`config.mk`:
```
export PLATFORM = sky130hd
export DESIGN_NAME = multicycle_controller
export DESIGN_NICKNAME = d
export VERILOG_FILES = /design/src/rtl/multicycle_controller.sv
export SDC_FILE = /design/constraint.sdc
export NUM_CORES = 1
export LEC_CHECK = 0
export BUFFER_PORTS_ARGS = -buffer_cell sky130_fd_sc_hd__clkbuf_2
export CORE_AREA = 2 2 39 41
export CTS_CLUSTER_DIAMETER = 60
export CTS_CLUSTER_SIZE = 14
export DETAILED_ROUTE_END_ITERATION = 10
export DIE_AREA = 0 0 41 43
export PLACE_DENSITY = 0.74
export RECOVER_POWER = 50
export SYNTH_ARGS = -nofsm -noshare
export SYNTH_HDL_FRONTEND = slang
export SYNTH_SLANG_ARGS = --single-unit
```
`constraint.sdc`:
```
create_clock -name clk -period 2.4 [get_ports clk]
set_clock_uncertainty 0.2 [all_clocks]
set_input_delay 0.12 -clock clk [delete_from_list [all_inputs] [get_ports clk]]
set_output_delay 0.12 -clock clk [all_outputs]
set_load 0.05 [all_outputs]
```
`src/rtl/multicycle_controller.sv`:
```
// rtl/multicycle_controller.sv - main control FSM for the multi-cycle RISC-V core
// Moore state sequencer plus combinational ALU and immediate-format decoders.
module multicycle_controller (
  input  logic       clk,
  input  logic       rst,
  input  logic [6:0] Op,
  input  logic [2:0] Funct3,
  input  logic       Funct7b5,
  input  logic       Zero,
  output logic [1:0] ImmSrc,
  output logic [1:0] ALUSrcA,
  output logic [1:0] ALUSrcB,
  output logic [1:0] ResultSrc,
  output logic       AdrSrc,
  output logic [2:0] ALUControl,
  output logic       IRWrite,
  output logic       PCWrite,
  output logic       RegWrite,
  output logic       MemWrite,
  output logic       Illegal,
  output logic [3:0] State
);

  localparam logic [3:0] S_FETCH    = 4'd0;
  localparam logic [3:0] S_DECODE   = 4'd1;
  localparam logic [3:0] S_MEMADR   = 4'd2;
  localparam logic [3:0] S_MEMREAD  = 4'd3;
  localparam logic [3:0] S_MEMWB    = 4'd4;
  localparam logic [3:0] S_MEMWR    = 4'd5;
  localparam logic [3:0] S_EXECR    = 4'd6;
  localparam logic [3:0] S_EXECI    = 4'd7;
  localparam logic [3:0] S_ALUWB    = 4'd8;
  localparam logic [3:0] S_BEQ      = 4'd9;

  localparam logic [6:0] OP_LW  = 7'b0000011;
  localparam logic [6:0] OP_SW  = 7'b0100011;
  localparam logic [6:0] OP_R   = 7'b0110011;
  localparam logic [6:0] OP_I   = 7'b0010011;
  localparam logic [6:0] OP_BEQ = 7'b1100011;

  logic [3:0] state_q, state_d;
  logic [3:0] out_state;
  logic [1:0] alu_op;
  logic       pc_update, branch;
  logic       ir_write, reg_write, mem_write;
  logic       op_legal;

  always_ff @(posedge clk) begin
    if (rst) state_q <= S_FETCH;
    else     state_q <= state_d;
  end

  assign op_legal = (Op == OP_LW) || (Op == OP_SW) || (Op == OP_R) ||
                    (Op == OP_I)  || (Op == OP_BEQ);

  always_comb begin
    state_d = S_FETCH;
    case (state_q)
      S_FETCH:   state_d = S_DECODE;
      S_DECODE: begin
        case (Op)
          OP_LW, OP_SW: state_d = S_MEMADR;
          OP_R:         state_d = S_EXECR;
          OP_I:         state_d = S_EXECI;
          OP_BEQ:       state_d = S_BEQ;
          default:      state_d = S_FETCH;
        endcase
      end
      S_MEMADR: begin
        if (Op == OP_LW)      state_d = S_MEMREAD;
        else if (Op == OP_SW) state_d = S_MEMWR;
        else                  state_d = S_FETCH;
      end
      S_MEMREAD: state_d = S_MEMWB;
      S_EXECR:   state_d = S_ALUWB;
      S_EXECI:   state_d = S_ALUWB;
      default:   state_d = S_FETCH;
    endcase
  end

  // Selects show Fetch values while rst is high; enables are gated below.
  assign out_state = rst ? S_FETCH : state_q;

  always_comb begin
    ALUSrcA   = 2'b00;
    ALUSrcB   = 2'b00;
    ResultSrc = 2'b00;
    AdrSrc    = 1'b0;
    alu_op    = 2'b00;
    pc_update = 1'b0;
    branch    = 1'b0;
    ir_write  = 1'b0;
    reg_write = 1'b0;
    mem_write = 1'b0;
    case (out_state)
      S_FETCH: begin
        ir_write  = 1'b1;
        ALUSrcB   = 2'b10;
        ResultSrc = 2'b10;
        pc_update = 1'b1;
      end
      S_DECODE: begin
        ALUSrcA = 2'b01;
        ALUSrcB = 2'b01;
      end
      S_MEMADR: begin
        ALUSrcA = 2'b10;
        ALUSrcB = 2'b01;
      end
      S_MEMREAD: AdrSrc = 1'b1;
      S_MEMWB: begin
        ResultSrc = 2'b01;
        reg_write = 1'b1;
      end
      S_MEMWR: begin
        AdrSrc    = 1'b1;
        mem_write = 1'b1;
      end
      S_EXECR: begin
        ALUSrcA = 2'b10;
        alu_op  = 2'b10;
      end
      S_EXECI: begin
        ALUSrcA = 2'b10;
        ALUSrcB = 2'b01;
        alu_op  = 2'b10;
      end
      S_ALUWB: reg_write = 1'b1;
      S_BEQ: begin
        ALUSrcA = 2'b10;
        alu_op  = 2'b01;
        branch  = 1'b1;
      end
      default: ;
    endcase
    IRWrite  = ir_write  & ~rst;
    PCWrite  = (pc_update | (branch & Zero)) & ~rst;
    RegWrite = reg_write & ~rst;
    MemWrite = mem_write & ~rst;
    Illegal  = ~rst & (state_q == S_DECODE) & ~op_legal;
    State    = state_q;
  end

  always_comb begin
    ALUControl = 3'b000;
    case (alu_op)
      2'b01: ALUControl = 3'b001;
      2'b10: begin
        case (Funct3)
          3'b000:  ALUControl = (Op[5] & Funct7b5) ? 3'b001 : 3'b000;
          3'b010:  ALUControl = 3'b101;
          3'b110:  ALUControl = 3'b011;
          3'b111:  ALUControl = 3'b010;
          default: ALUControl = 3'b000;
        endcase
      end
      default: ALUControl = 3'b000;
    endcase
  end

  always_comb begin
    ImmSrc = 2'b00;
    if (Op == OP_SW)       ImmSrc = 2'b01;
    else if (Op == OP_BEQ) ImmSrc = 2'b10;
  end

endmodule

```
# Word-level counts from Yosys, hierarchy flattened
# Index checks and enable logic that the tools add are counted.
# op_classes
mux,19
eq_ne,24
bitwise_logic,11
reduce_logical,14
# op_table
operator,n
4-bit by 3-bit == test with 1-bit output (second input constant),6
4-bit case mux with 5 select lines,1
4-bit by 2-bit == test with 1-bit output (second input constant),4
2-bit case mux with 2 select lines,4
4-bit case mux with 4 select lines,1
7-bit by 6-bit == test with 1-bit output (second input constant),2
3-bit case mux with 4 select lines,1
2-bit OR reduction,5
1-bit AND,8
4-bit by 1-bit == test with 1-bit output (second input constant),2
4-bit == test (second input constant),2
4-bit zero test,2
7-bit by 2-bit == test with 1-bit output (second input constant),1
7-bit by 5-bit == test with 1-bit output (second input constant),1
7-bit == test (second input constant),1
3-bit == test (second input constant),2
1-bit 2-to-1 mux,6
3-bit 2-to-1 mux,2
3-bit case mux with 2 select lines,1
1-bit logical OR,4
2-bit 2-to-1 mux,2
4-bit 2-to-1 mux,1
4-bit OR reduction,1
3-bit by 2-bit == test with 1-bit output (second input constant),1
other kinds (6),7
# totals
regBits,4
output_inout_bits,21
input_bits,14

# Logic depth before layout (Yosys ltp)
# logic_depth
ltp_word,7
ltp_mapped,8
mapped_depth_nobuf,7

# Least setup slack after synthesis
# OpenSTA, ideal clock, no wires.
# synth_timing
path_kind,register to output
startpoint,register state_q[2] (netlist: State[2])
endpoint,output port RegWrite
stages_incl_launch_ff,4
n_path_buf,1
t_required_ps,2080
path_slack_ps,-1405
arrival_time_ps,3485
cell_sequence,dfxtp_1 > buf_2 > nand2b_1 > a2111oi_0
# synth_via
elab_chain_cells,5
elab_cells_between_ends,6
cone_classes,eq/ne (2); mux (2); bitwise (1); reduce/logical (1)
# synth_rtl
item,line,text
start: declaration,41,"logic [3:0] state_q, state_d;"
start signal: assignment,50,else state_q <= state_d;
4-bit 2-to-1 mux (*),82,assign out_state = rst ? S_FETCH : state_q;
4-bit == test / 4-bit by 3-bit == test with 1-bit output (equally long branches),95,case (out_state)
2-bit OR reduction (no source line) (*),-,
1-bit 2-to-1 mux (*),95,
1-bit AND (*),138,RegWrite = reg_write & ~rst;
end: declaration,18,"output logic RegWrite,"
# Mark *: on every way between the ends. The rest lies on a longest branch, timed or not.

# Worst setup path after layout
# layout_timing
startpoint,register state_q[3] (netlist: State[3])
endpoint,output port ALUControl[0]
# layout_via
elab_chain_cells,6
elab_cells_between_ends,9
cone_classes,eq/ne (5); mux (3); reduce/logical (1)
# layout_rtl
item,line,text
4-bit 2-to-1 mux (*),82,
4-bit by 3-bit == test with 1-bit output,95,
2-bit OR reduction (no source line),-,
2-bit case mux with 2 select lines (*),95,
2-bit == test / 2-bit by 1-bit == test with 1-bit output (equally long branches),146,case (alu_op)
3-bit case mux with 2 select lines (*),146,
end: declaration,15,"output logic [2:0] ALUControl,"
# Marks and branches as above.

==> impl_metrics.tcl <==
set metrics [dict create \
    gr-usage-all-layers 0.188 \
    postCtsSetupBuffers 0 \
    async_flop_share 0 \
    crit_start "State[3]" \
    status "finished, final reports clean" \
    cts_tree "built" \
    synth_area_um2 499 \
    num_rows 14 \
    wl_met3_um 81 \
    dieArea_mm2 0.00176 \
    top_layer_used "met4" \
    synth.cells.most_frequent "nor3_1, inv_1, nand2b_1, nor2_1" \
    syn_to_final_growth_pct 56.9 \
    wl_met1_um 612 \
    synth-edff-count 0 \
    cpMaxStageDelayCell "dfxtp_1" \
    synth-seq-cells 4 \
    ys_warn_count 0 \
    clk_path_buf_depth 2 \
    ir_worst_vdd_uv 196 \
    regArea_um2 83.8 \
    grt_first_pass_wirelength_um 2280 \
    powerDensity_mw_per_mm2 358 \
    nets 125 \
    cp_data_arrival_time_ps 1930 \
    crit_type "reg -> out" \
    critPathLaunchType "register" \
    htreeDepth 1 \
    reg2reg_slack_ps 840 \
    dp_hpwl_um 1180 \
    synth_top_area_frac 0.160 \
    ys_seq_area_frac 0.160 \
    grt_pass1_vias 573 \
    fillers 128 \
    vias 662 \
    synth_cell_types 34 \
    wl_met2_um 719 \
    timing.slew.headroom 0.602 \
    firstDrtPassIters 4 \
    grt-ovfl-total 0 \
    wl_per_cell_um 11.8 \
    cp_cell_sequence "nand2b_2 > nor3_2 > inv_1 > ha_1 > nor2_1 > nand2_1 > o22ai_4 > buf_4" \
    rsz0062_at_grt "false" \
    syn-num-nets 86 \
    core_mm2 0.00138 \
    hold_class "in -> reg" \
    post_cts_resize_count 1 \
    antenna_found_initial 0 \
    drc_errors 0 \
    drtAntennaViolNets 0 \
    initial_core_util 0.361 \
    synth.largest_area_cell "dfxtp_1" \
    setup_viol 0 \
    place_congestion 0.810 \
    numPortBuffers 34 \
    cts.sink_count 4 \
    synth_top_cells_by_area "dfxtp_1, nor3_1, nand2b_1" \
    crit_path_end "ALUControl[0]" \
    r2r-start "State[3]" \
    holdPathStages 3 \
    multiInputGateArea_um2 438 \
    die_h_um 43 \
    syn_area_per_cell_um2 7.13 \
    maxCapViolCount 0 \
    drtIter0Drc 7 \
    grt_max_degree 16 \
    postCtsHoldBufs 0 \
    cpPeakStageDelay_ps 360 \
    critical_path_peak_fanout 5 \
    finalHoldViolCount 0 \
    placed_area_um2 769 \
    n_antenna_cell 0 \
    drive_above_1_share 0.449 \
    design_area_um2 783 \
    critPathCaptureType "output port" \
    clk_latency_ps 240 \
    p_leak_nw 0.322 \
    reg2reg_depth 3 \
    wl_um 1450 \
    cts-root-buf "clkbuf_4" \
    synth_flop_cell "dfxtp_1" \
    r2r_end "State[2]" \
    largest_reg_flops 4 \
    die_w_um 41 \
    yosysMostFrequentCell "nor3_1" \
    slew_violations 0 \
    netlist_instances 70 \
    clk_pin_slew_ps 40 \
    cts_buffers 3 \
    hold_slack_ps 44.4 \
    crit_required_ps 2080 \
    fin_crit_ps 2250 \
    viasPerCell 5.38 \
    ios 35 \
    worstMarginPinSlew_ps 599 \
    fin_crit_sh 0.938 \
    fmax_ghz 0.444 \
]
## through the flow
| step | setup TNS (ps) | std cells | setup WS, ps | total power [mW] | util |
|---|---|---|---|---|---|
| after floorplan | -1790 | 70 | -593 | 0.158 | - |
| after global placement | 0 | 120 | 262 | 0.194 | 0.556 |
| after detailed placement | 0 | 120 | 245 | 0.196 | 0.556 |
| after CTS | 0 | 123 | 27.2 | 0.285 | 0.574 |
| after global routing | 0 | 123 | 18.0 | 0.293 | 0.566 |
| final | 0 | 123 | 148 | 0.281 | 0.566 |
## power by group
group | total, mW | internal [mW] | switching [mW]
Sequential | 0.0713 | 0.0695 | 0.00179
Clock | 0.0866 | 0.0561 | 0.0304
Combinational | 0.123 | 0.0369 | 0.0858
## placed cells by master (no fill, tap or decap), drive strengths merged, types with 2 or more instances in the layout
master | Yosys | routed
buf | 3 | 5
inv | 6 | 6
ha | 2 | 2
o21ai | 2 | 2
nor4 | 2 | 2
nor3b | 2 | 2
nand2b | 5 | 5
dfxtp | 4 | 4
a21o | 3 | 3
nor3 | 7 | 7
nand2 | 4 | 4
clkbuf | 2 | 37
nor4b | 3 | 3
a21oi | 2 | 2
a31oi | 2 | 2
a211oi | 2 | 2
nor2 | 5 | 5
## logic make-up (layout without fill, tap and decap cells)
logic type,Yosys count,after routing,synth area share
compound gates,16,16,0.243
simple gates,36,36,0.439
fa+ha+maj,2,2,0.0501
buf+inv,11,48,0.0902
flops,4,4,0.160
xor+xnor,1,1,0.0175
## critical path, delay by kind of cell, from the launching register on
family / cells / cell delay, ps
buffers and inverters: 2 / 270
AOI/OAI and AO/OA: 1 / 90
adders and majority gates: 1 / 360
DFF: 1 / 360
and+or+nand+nor: 4 / 610
## worst min-delay path by stage
stage	slack [ps]	endpoint	startpoint
5_1_grt	70	State[0]	Op[5]
4_1_cts	50	State[0]	Op[5]
3_3_place_gp	280	State[1]	Op[5]
3_5_place_dp	290	State[0]	Op[5]
6_report	40	State[1]	Op[5]
2_1_floorplan	100	ALUSrcA[0]	rst
## final cells by class
class | instances | share of cell area
multi-input cells | 55 | 0.559
clock buffers | 3 | 0.0288
flip-flops and latches | 4 | 0.107
well taps | 16 | 0.0256
inverters | 6 | 0.0288
repair buffers | 39 | 0.251
## metal layers
metal  vias up  track usage
met3         4       0.0157
li1        333            -
met2        21        0.306
met4         0        0.120
met5         -            0
met1       304        0.219
Power figures use the tool's default switching activity.
